===== src/rtl/uart_rx_param.sv =====
// Parametrised UART receiver: oversampled, 2-of-3 majority per bit, start-glitch rejection,
// optional parity and 1/2 stop bits, one-cycle done strobe with per-frame error flags.
module uart_rx_param #(
  parameter int CLK_FREQ   = 50_000_000,
  parameter int BAUD       = 115_200,
  parameter int OVERSAMPLE = 16,
  parameter int DATA_BITS  = 8,
  parameter int PARITY     = 0,
  parameter int STOP_BITS  = 1
) (
  input  logic                 clk,
  input  logic                 rst,
  input  logic                 rx_pin_in,
  input  logic                 rx_en_sig,
  output logic                 rx_done_sig,
  output logic [DATA_BITS-1:0] rx_data,
  output logic                 parity_err,
  output logic                 frame_err
);
  localparam int DIV = CLK_FREQ / (BAUD * OVERSAMPLE);
  localparam int M   = OVERSAMPLE / 2;
  localparam int DW  = (DIV > 1) ? $clog2(DIV) : 1;
  localparam int SW  = $clog2(OVERSAMPLE);
  localparam int BW  = $clog2(DATA_BITS);

  localparam logic [DW-1:0] DIV_END  = DW'(DIV - 1);
  localparam logic [SW-1:0] SMP_LO   = SW'(M - 1);
  localparam logic [SW-1:0] SMP_MID  = SW'(M);
  localparam logic [SW-1:0] SMP_HI   = SW'(M + 1);
  localparam logic [SW-1:0] SMP_END  = SW'(OVERSAMPLE - 1);
  localparam logic [BW-1:0] BIT_LAST = BW'(DATA_BITS - 1);
  localparam logic          STOP_LAST = 1'(STOP_BITS - 1);

  typedef enum logic [2:0] {S_IDLE, S_START, S_DATA, S_PAR, S_STOP, S_DONE} state_t;

  state_t               state, state_n;
  logic                 sync1, sync2, sync3;
  logic                 fall;
  logic [DW-1:0]        tick_cnt;
  logic [SW-1:0]        s_cnt;
  logic [BW-1:0]        bit_cnt;
  logic                 stop_cnt;
  logic [1:0]           samp;
  logic [DATA_BITS-1:0] shreg;
  logic                 par_err_r, frm_err_r;
  logic                 tick, at_dec, at_end, maj;

  // Synchronizer and edge register idle high so reset never fakes a start edge
  always_ff @(posedge clk) begin
    if (rst) begin
      sync1 <= 1'b1;
      sync2 <= 1'b1;
      sync3 <= 1'b1;
    end else begin
      sync1 <= rx_pin_in;
      sync2 <= sync1;
      sync3 <= sync2;
    end
  end

  assign fall   = sync3 & ~sync2;
  assign tick   = (tick_cnt == DIV_END);
  assign at_dec = tick && (s_cnt == SMP_HI);
  assign at_end = tick && (s_cnt == SMP_END);
  // Third vote is the live sample taken at the decision tick
  assign maj    = (samp[0] & samp[1]) | (samp[0] & sync2) | (samp[1] & sync2);

  always_comb begin
    state_n = state;
    unique case (state)
      S_IDLE:  if (rx_en_sig && fall) state_n = S_START;
      S_START: begin
        if (at_dec && maj)  state_n = S_IDLE;
        else if (at_end)    state_n = S_DATA;
      end
      S_DATA:  if (at_end && bit_cnt == BIT_LAST) state_n = (PARITY != 0) ? S_PAR : S_STOP;
      S_PAR:   if (at_end) state_n = S_STOP;
      S_STOP:  if (at_dec && stop_cnt == STOP_LAST) state_n = S_DONE;
      S_DONE:  state_n = S_IDLE;
      default: state_n = S_IDLE;
    endcase
    if (!rx_en_sig && state != S_IDLE && state != S_DONE) state_n = S_IDLE;
  end

  always_ff @(posedge clk) begin
    if (rst) begin
      state       <= S_IDLE;
      tick_cnt    <= '0;
      s_cnt       <= '0;
      bit_cnt     <= '0;
      stop_cnt    <= 1'b0;
      samp        <= '0;
      shreg       <= '0;
      par_err_r   <= 1'b0;
      frm_err_r   <= 1'b0;
      rx_done_sig <= 1'b0;
      rx_data     <= '0;
      parity_err  <= 1'b0;
      frame_err   <= 1'b0;
    end else begin
      state       <= state_n;
      rx_done_sig <= 1'b0;

      // Counters restart on every state change so ticks stay aligned to the start edge
      if (state == S_IDLE || state_n != state) begin
        tick_cnt <= '0;
        s_cnt    <= '0;
      end else if (tick) begin
        tick_cnt <= '0;
        s_cnt    <= at_end ? '0 : s_cnt + SW'(1);
      end else begin
        tick_cnt <= tick_cnt + DW'(1);
      end

      if (tick && s_cnt == SMP_LO)  samp[0] <= sync2;
      if (tick && s_cnt == SMP_MID) samp[1] <= sync2;

      if (state == S_IDLE && state_n == S_START) begin
        par_err_r <= 1'b0;
        frm_err_r <= 1'b0;
      end

      if (state != S_DATA)          bit_cnt <= '0;
      else if (at_end)              bit_cnt <= bit_cnt + BW'(1);

      if (state != S_STOP)          stop_cnt <= 1'b0;
      else if (at_end)              stop_cnt <= 1'b1;

      if (state == S_DATA && at_dec) shreg <= {maj, shreg[DATA_BITS-1:1]};

      if (state == S_PAR && at_dec)
        par_err_r <= (PARITY == 1) ? ~(^shreg ^ maj) : (^shreg ^ maj);

      if (state == S_STOP && at_dec && !maj) frm_err_r <= 1'b1;

      if (state == S_DONE) begin
        rx_done_sig <= 1'b1;
        rx_data     <= shreg;
        parity_err  <= par_err_r;
        frame_err   <= frm_err_r;
      end
    end
  end

endmodule


===== config.mk =====
export PLATFORM = sky130hd
export DESIGN_NAME = uart_rx_param
export DESIGN_NICKNAME = d
export VERILOG_FILES = /design/src/rtl/uart_rx_param.sv
export SDC_FILE = /design/constraint.sdc
export NUM_CORES = 1
export LEC_CHECK = 0
export CORE_ASPECT_RATIO = 2
export CORE_MARGIN = 1.5
export CORE_UTILIZATION = 40
export CTS_CLUSTER_DIAMETER = 150
export DETAILED_ROUTE_END_ITERATION = 6
export PLACE_DENSITY_LB_ADDON = 0.1
export SYNTH_ARGS = -nofsm -noshare
export SYNTH_HDL_FRONTEND = slang
export SYNTH_SLANG_ARGS = --single-unit

===== constraint.sdc =====
create_clock -name clk -period 2.76 [get_ports clk]
set_input_delay 0.414 -clock clk [delete_from_list [all_inputs] [get_ports clk]]
set_output_delay 0.414 -clock clk [all_outputs]
set_load 0.02 [all_outputs]

# Word level (Yosys, flattened, before mapping)
# Index checks and enable logic that the tools add are counted.
[classes]
n_addsub = 3
eq_ne = 16
muxes = 13
bitwise = 9
n_reduce_logical = 27
[ops]
columns = ["cell", "count"]
rows = [
  ["$mux 3", 7],
  ["$logic_and 1x1->1", 15],
  ["$pmux 3 s5", 1],
  ["$eq 4x4->1 const B", 3],
  ["$eq 3x3->1 const B", 3],
  ["$reduce_xor 8->1", 1],
  ["$eq 3x1->1 const B", 2],
  ["$eq 3x2->1 const B", 2],
  ["$ne 3x3->1 const B", 2],
  ["$reduce_or 2->1", 3],
  ["$add 5x1->5 const B", 1],
  ["$eq 5x5->1 const B", 1],
  ["$add 4x1->4 const B", 1],
  ["$and 1x1->1", 4],
  ["$eq 4x3->1 const B", 1],
  ["$mux 1", 4],
  ["$mux 4", 1],
  ["$reduce_bool 2->1", 2],
  ["$add 3x1->3 const B", 1],
  ["$logic_not 3->1", 1],
  ["$ne 3x2->1 const B", 1],
  ["$ne 3x3->1", 1],
  ["$reduce_bool 3->1", 1],
  ["$reduce_or 3->1", 1],
  ["5 further kinds", 8],
]
[totals]
reg_bits = 42
inputBits = 4
out_inout_bits = 11

# Longest topological paths before layout
[logic_depth]
ltp_word = 11
depth_mapped = 9
mapped_depth_nobuf = 7

# Worst setup path after synthesis
# Ideal clock, no wire load.
[synth_path]
path_type = "reg2reg"
from = "register tick_cnt[0]"
to = "register s_cnt[0]"
setup_time_ns = 0.075
arrival_ns = 1.766
t_required_ns = 2.685
slack_ns = 0.919
path_stages_with_launch = 9
path_cell_list = "dfxtp_1 -> inv_1 -> ha_1 -> and4b_1 -> buf_6 -> and4_4 -> a211oi_4 -> o2111ai_4 -> nor3_2"
[synth_between]
elab_chain_len = 9
[synth_rtl]
columns = ["element", "line", "rtl"]
rows = [
  ["start, declared", "39", "logic [DW-1:0] tick_cnt;"],
  ["start signal, assigned", "112", "tick_cnt <= tick_cnt + DW'(1);"],
  ["$eq 5x5->1 (*)", "62", "assign tick = (tick_cnt == DIV_END);"],
  ["$logic_and 1x1->1, on equally long branches", "64, 63", ""],
  ["$mux 3 (tied with other cells)", "74", "else if (at_end) state_n = S_DATA;"],
  ["$mux 3, on equally long branches", "73, 76, 78", ""],
  ["$pmux 3 s5", "70", "unique case (state)"],
  ["$mux 3", "82", "if (!rx_en_sig && state != S_IDLE && state != S_DONE) state_n = S_IDLE;"],
  ["$ne 3x3->1", "105", "if (state == S_IDLE || state_n != state) begin"],
  ["$logic_or 1x1->1", "105", ""],
  ["$reduce_or 2->1 (no line)", "-", ""],
  ["end signal, assigned", "110", "s_cnt <= at_end ? '0 : s_cnt + SW'(1);"],
  ["end, declared", "40", "logic [SW-1:0] s_cnt;"],
]
# Every way passes the cells marked *; elsewhere a longest branch is shown, timed or not.
# A chain may end at the register's enable or synchronous reset.

# Worst setup path in the final report
[layout_path]
from = "register tick_cnt[0]"
to = "register s_cnt[2]"
# Same word-level chain as after synthesis.

==> impl_metrics.ini <==
[outcome]
outcome = finished, final reports clean

[placed_design]
numPortBuffers = 14
place_congestion = 0.877
place_area_um2 = 2110
dp_slack_ns = 0.530
place_hpwl_um = 2970

[worst_setup_path]
critPathBufInv = 1
cp_cell_sequence = inv_1, ha_1, and4b_1, and4_4, a31oi_1, o2111ai_4, nor2_1
required_ns = 2.93
cp_max_fo = 13
crit_family = simple AND/OR/NAND/NOR gates
slowest_delay_ns = 0.46
worstSetupPathType = flip-flop to flip-flop
start_kind = flip-flop
cp.depth = 7
critPathSlowestCell = and4b_1
r2r_cells = 7
endpoint_kind = flip-flop
crit_arrival_ns = 2.38

[logic_synthesis]
synth_top_family_by_area = simple AND/OR/NAND/NOR gates
netlist_area_um2 = 1920
syn_nets = 212
synth-simple-area-share_pct = 22.6
synthMuxAreaShare_pct = 8.39
yosysWarnings = 0
synth-seq-cells = 42
synth_cell_types = 43
synth_compound_area_share_pct = 10.5
synth_flop_cell = dfxtp_1
synth_xor_area_share_pct = 6.64
yosysSeqAreaShare_pct = 43.7
synthCells = 201
syn_area_per_cell_um2 = 9.57
synth_edf_count = 0
synthAdderAreaFrac_pct = 5.07
synth-async-reset-ratio_pct = 0

[global_route]
grt_pass1_wl_um = 7060
track_usage_pct = 17.9
grt_pass1_vias = 1438
antenna_found_initial = 0
overflow = 0
grt_max_degree = 31

[layout]
drive_above_1_share_pct = 11.0
design_area_um2 = 2210
fillers = 450
final-seq-area_um2 = 841
multi_input_area_um2 = 1020
final_common_cell = dfxtp_1
layout_common_cells = dfxtp_1, nor2_1, nand2_1, mux2i_1, clkdlybuf4s50_1
nets = 228
n_antenna_cell = 0
syn_to_final_growth_pct = 15.0

[routing]
drt_iter0_markers = 22
vias_per_cell = 5.36
ant_nets = 0
drc_errors = 0
drt-total-wl_um = 4130
dr.pass1.iters = 4
routedWlPerCell_um = 15.1
vias = 1463

[clocking]
cts_tree = built
ctsHoldBuffers = 0
post_cts_buffers = 0
clock-sinks = 42
numCtsBuffers = 5
clk_latency_ns = 0.30
path_clk_slew_ns = 0.08
htreeDepth = 2
postCtsResizedCells = 0
cts-root-buf = clkbuf_8
clock_path_buffers = 2

[die]
die_y_um = 101
fp.dieArea_um2 = 5260
std_cell_rows = 35
boundaryPins = 15
initial_utilization_pct = 41.8
core-area_um2 = 4600
die_w_um = 52.0

[flow_run]
max_cap_viol_count = 0

[power]
peakVddDrop_mv = 0.368
p_leak_nw = 0.828
powerDensity_nw_per_um2 = 485

[sta]
worst_slew_pin_slew_ns = 0.724
finalMaxSlewViolations = 0
finalCritPeriodShare_pct = 79.9
final.setup.tns_ns = 0
max_freq_mhz = 453
final-setup-viol-count = 0
period_minus_slack_ns = 2.21
clock_skew_ns = 0.00262
finalHoldViolCount = 0
rsz0062_at_grt = false
slew_headroom_pct = 51.6
worst_slack_ns = 0.554

[worst_hold_path]
hp-class = flip-flop to flip-flop
hold_depth = 1
[flip-flops by register name, summed over array words and instances, names as in the netlist]
register	count
samp	2
tick_cnt	5
s_cnt	4
sync3	1
bit_cnt	3
frm_err_r	1
rx_done_sig	1
sync1	1
stop_cnt	1
sync2	1
par_err_r	1
shreg	8
rx_data	8
state	3
frame_err	1
parity_err	1
[cells by family after synthesis]
family,after synthesis
flops,42
mux,16
simple gates,83
buf+inv,13
xor+xnor,13
fa+ha+maj,8
compound gates,26
[final cells by class]
type / instances / share of cell area [%]
well taps: 55 / 3.11
repair buffers: 17 / 7.35
clock inverters: 2 / 0.735
inverters: 5 / 0.848
multi-input cells: 146 / 46.2
flip-flops and latches: 42 / 38.0
clock buffers: 6 / 3.73
[cell usage after synthesis, types with 2 or more instances]
cell type / instances / area, um^2
dfxtp_1: 42 / 841
nor2_1: 26 / 97.6
mux2i_1: 15 / 150
nand2_1: 15 / 56.3
nand3_1: 12 / 60.1
a21oi_1: 10 / 50.1
xnor2_1: 10 / 87.6
ha_1: 7 / 87.6
inv_1: 5 / 18.8
nor3_1: 5 / 25.0
clkbuf_1: 4 / 15.0
buf_2: 3 / 15.0
nand2b_1: 3 / 18.8
nand4b_1: 3 / 26.3
nor3_2: 3 / 30.0
o21ai_0: 3 / 15.0
or2_2: 3 / 18.8
and3b_1: 2 / 17.5
and4b_1: 2 / 20.0
nor3b_1: 2 / 15.0
o21a_1: 2 / 15.0
or3_1: 2 / 12.5
xor2_1: 2 / 17.5
[layer usage]
layer | vias up | GRT usage, % | wire length, um
met1 | 708 | 19.3 | 1660
met3 | 7 | 3.26 | 66
li1 | 734 | - | -
met4 | 0 | 7.89 | 84
met5 | - | 0 | 0
met2 | 14 | 32.5 | 2330
[final timing paths]
kind | slack, ns | end | start
worst max-delay path | 0.55 | s_cnt[2]$_SDFFE_PP0P_ | tick_cnt[0]$_SDFF_PP0_
worst min-delay path | 0.44 | sync2$_SDFF_PP1_ | sync1$_SDFF_PP1_
worst max register to register | 0.55 | s_cnt[2]$_SDFFE_PP0P_ | tick_cnt[0]$_SDFF_PP0_
worst min register to register | 0.44 | sync2$_SDFF_PP1_ | sync1$_SDFF_PP1_
[power breakdown]
group,leakage (nW),total (mW),internal [mW],switching [mW]
sequential,0.339,0.612,0.608,0.00372
combinational,0.441,0.0261,0.0113,0.0149
clock,0.0478,0.435,0.206,0.229
total,0.828,1.07,0.825,0.247
[worst register-to-register path, delay by kind of cell, from the launching register on]
kind / cells / cell delay (ns)
AOI/OAI and AO/OA: 2 / 0.52
adders and majority gates: 1 / 0.17
buffers and inverters: 1 / 0.07
DFF: 1 / 0.34
and+or+nand+nor: 3 / 0.98
[through the flow]
stage	cells	power (mW)	hold slack, ns	util, %
6_report	273	1.07	0.437	48.1
5_1_grt	273	1.12	0.472	48.1
4_1_cts	273	1.09	0.450	48.1
3_5_place_dp	265	0.653	0.423	46.0
3_3_place_gp	265	0.652	0.419	46.0
2_1_floorplan	201	0.642	0.389	-
Power figures use the tool's default switching activity.
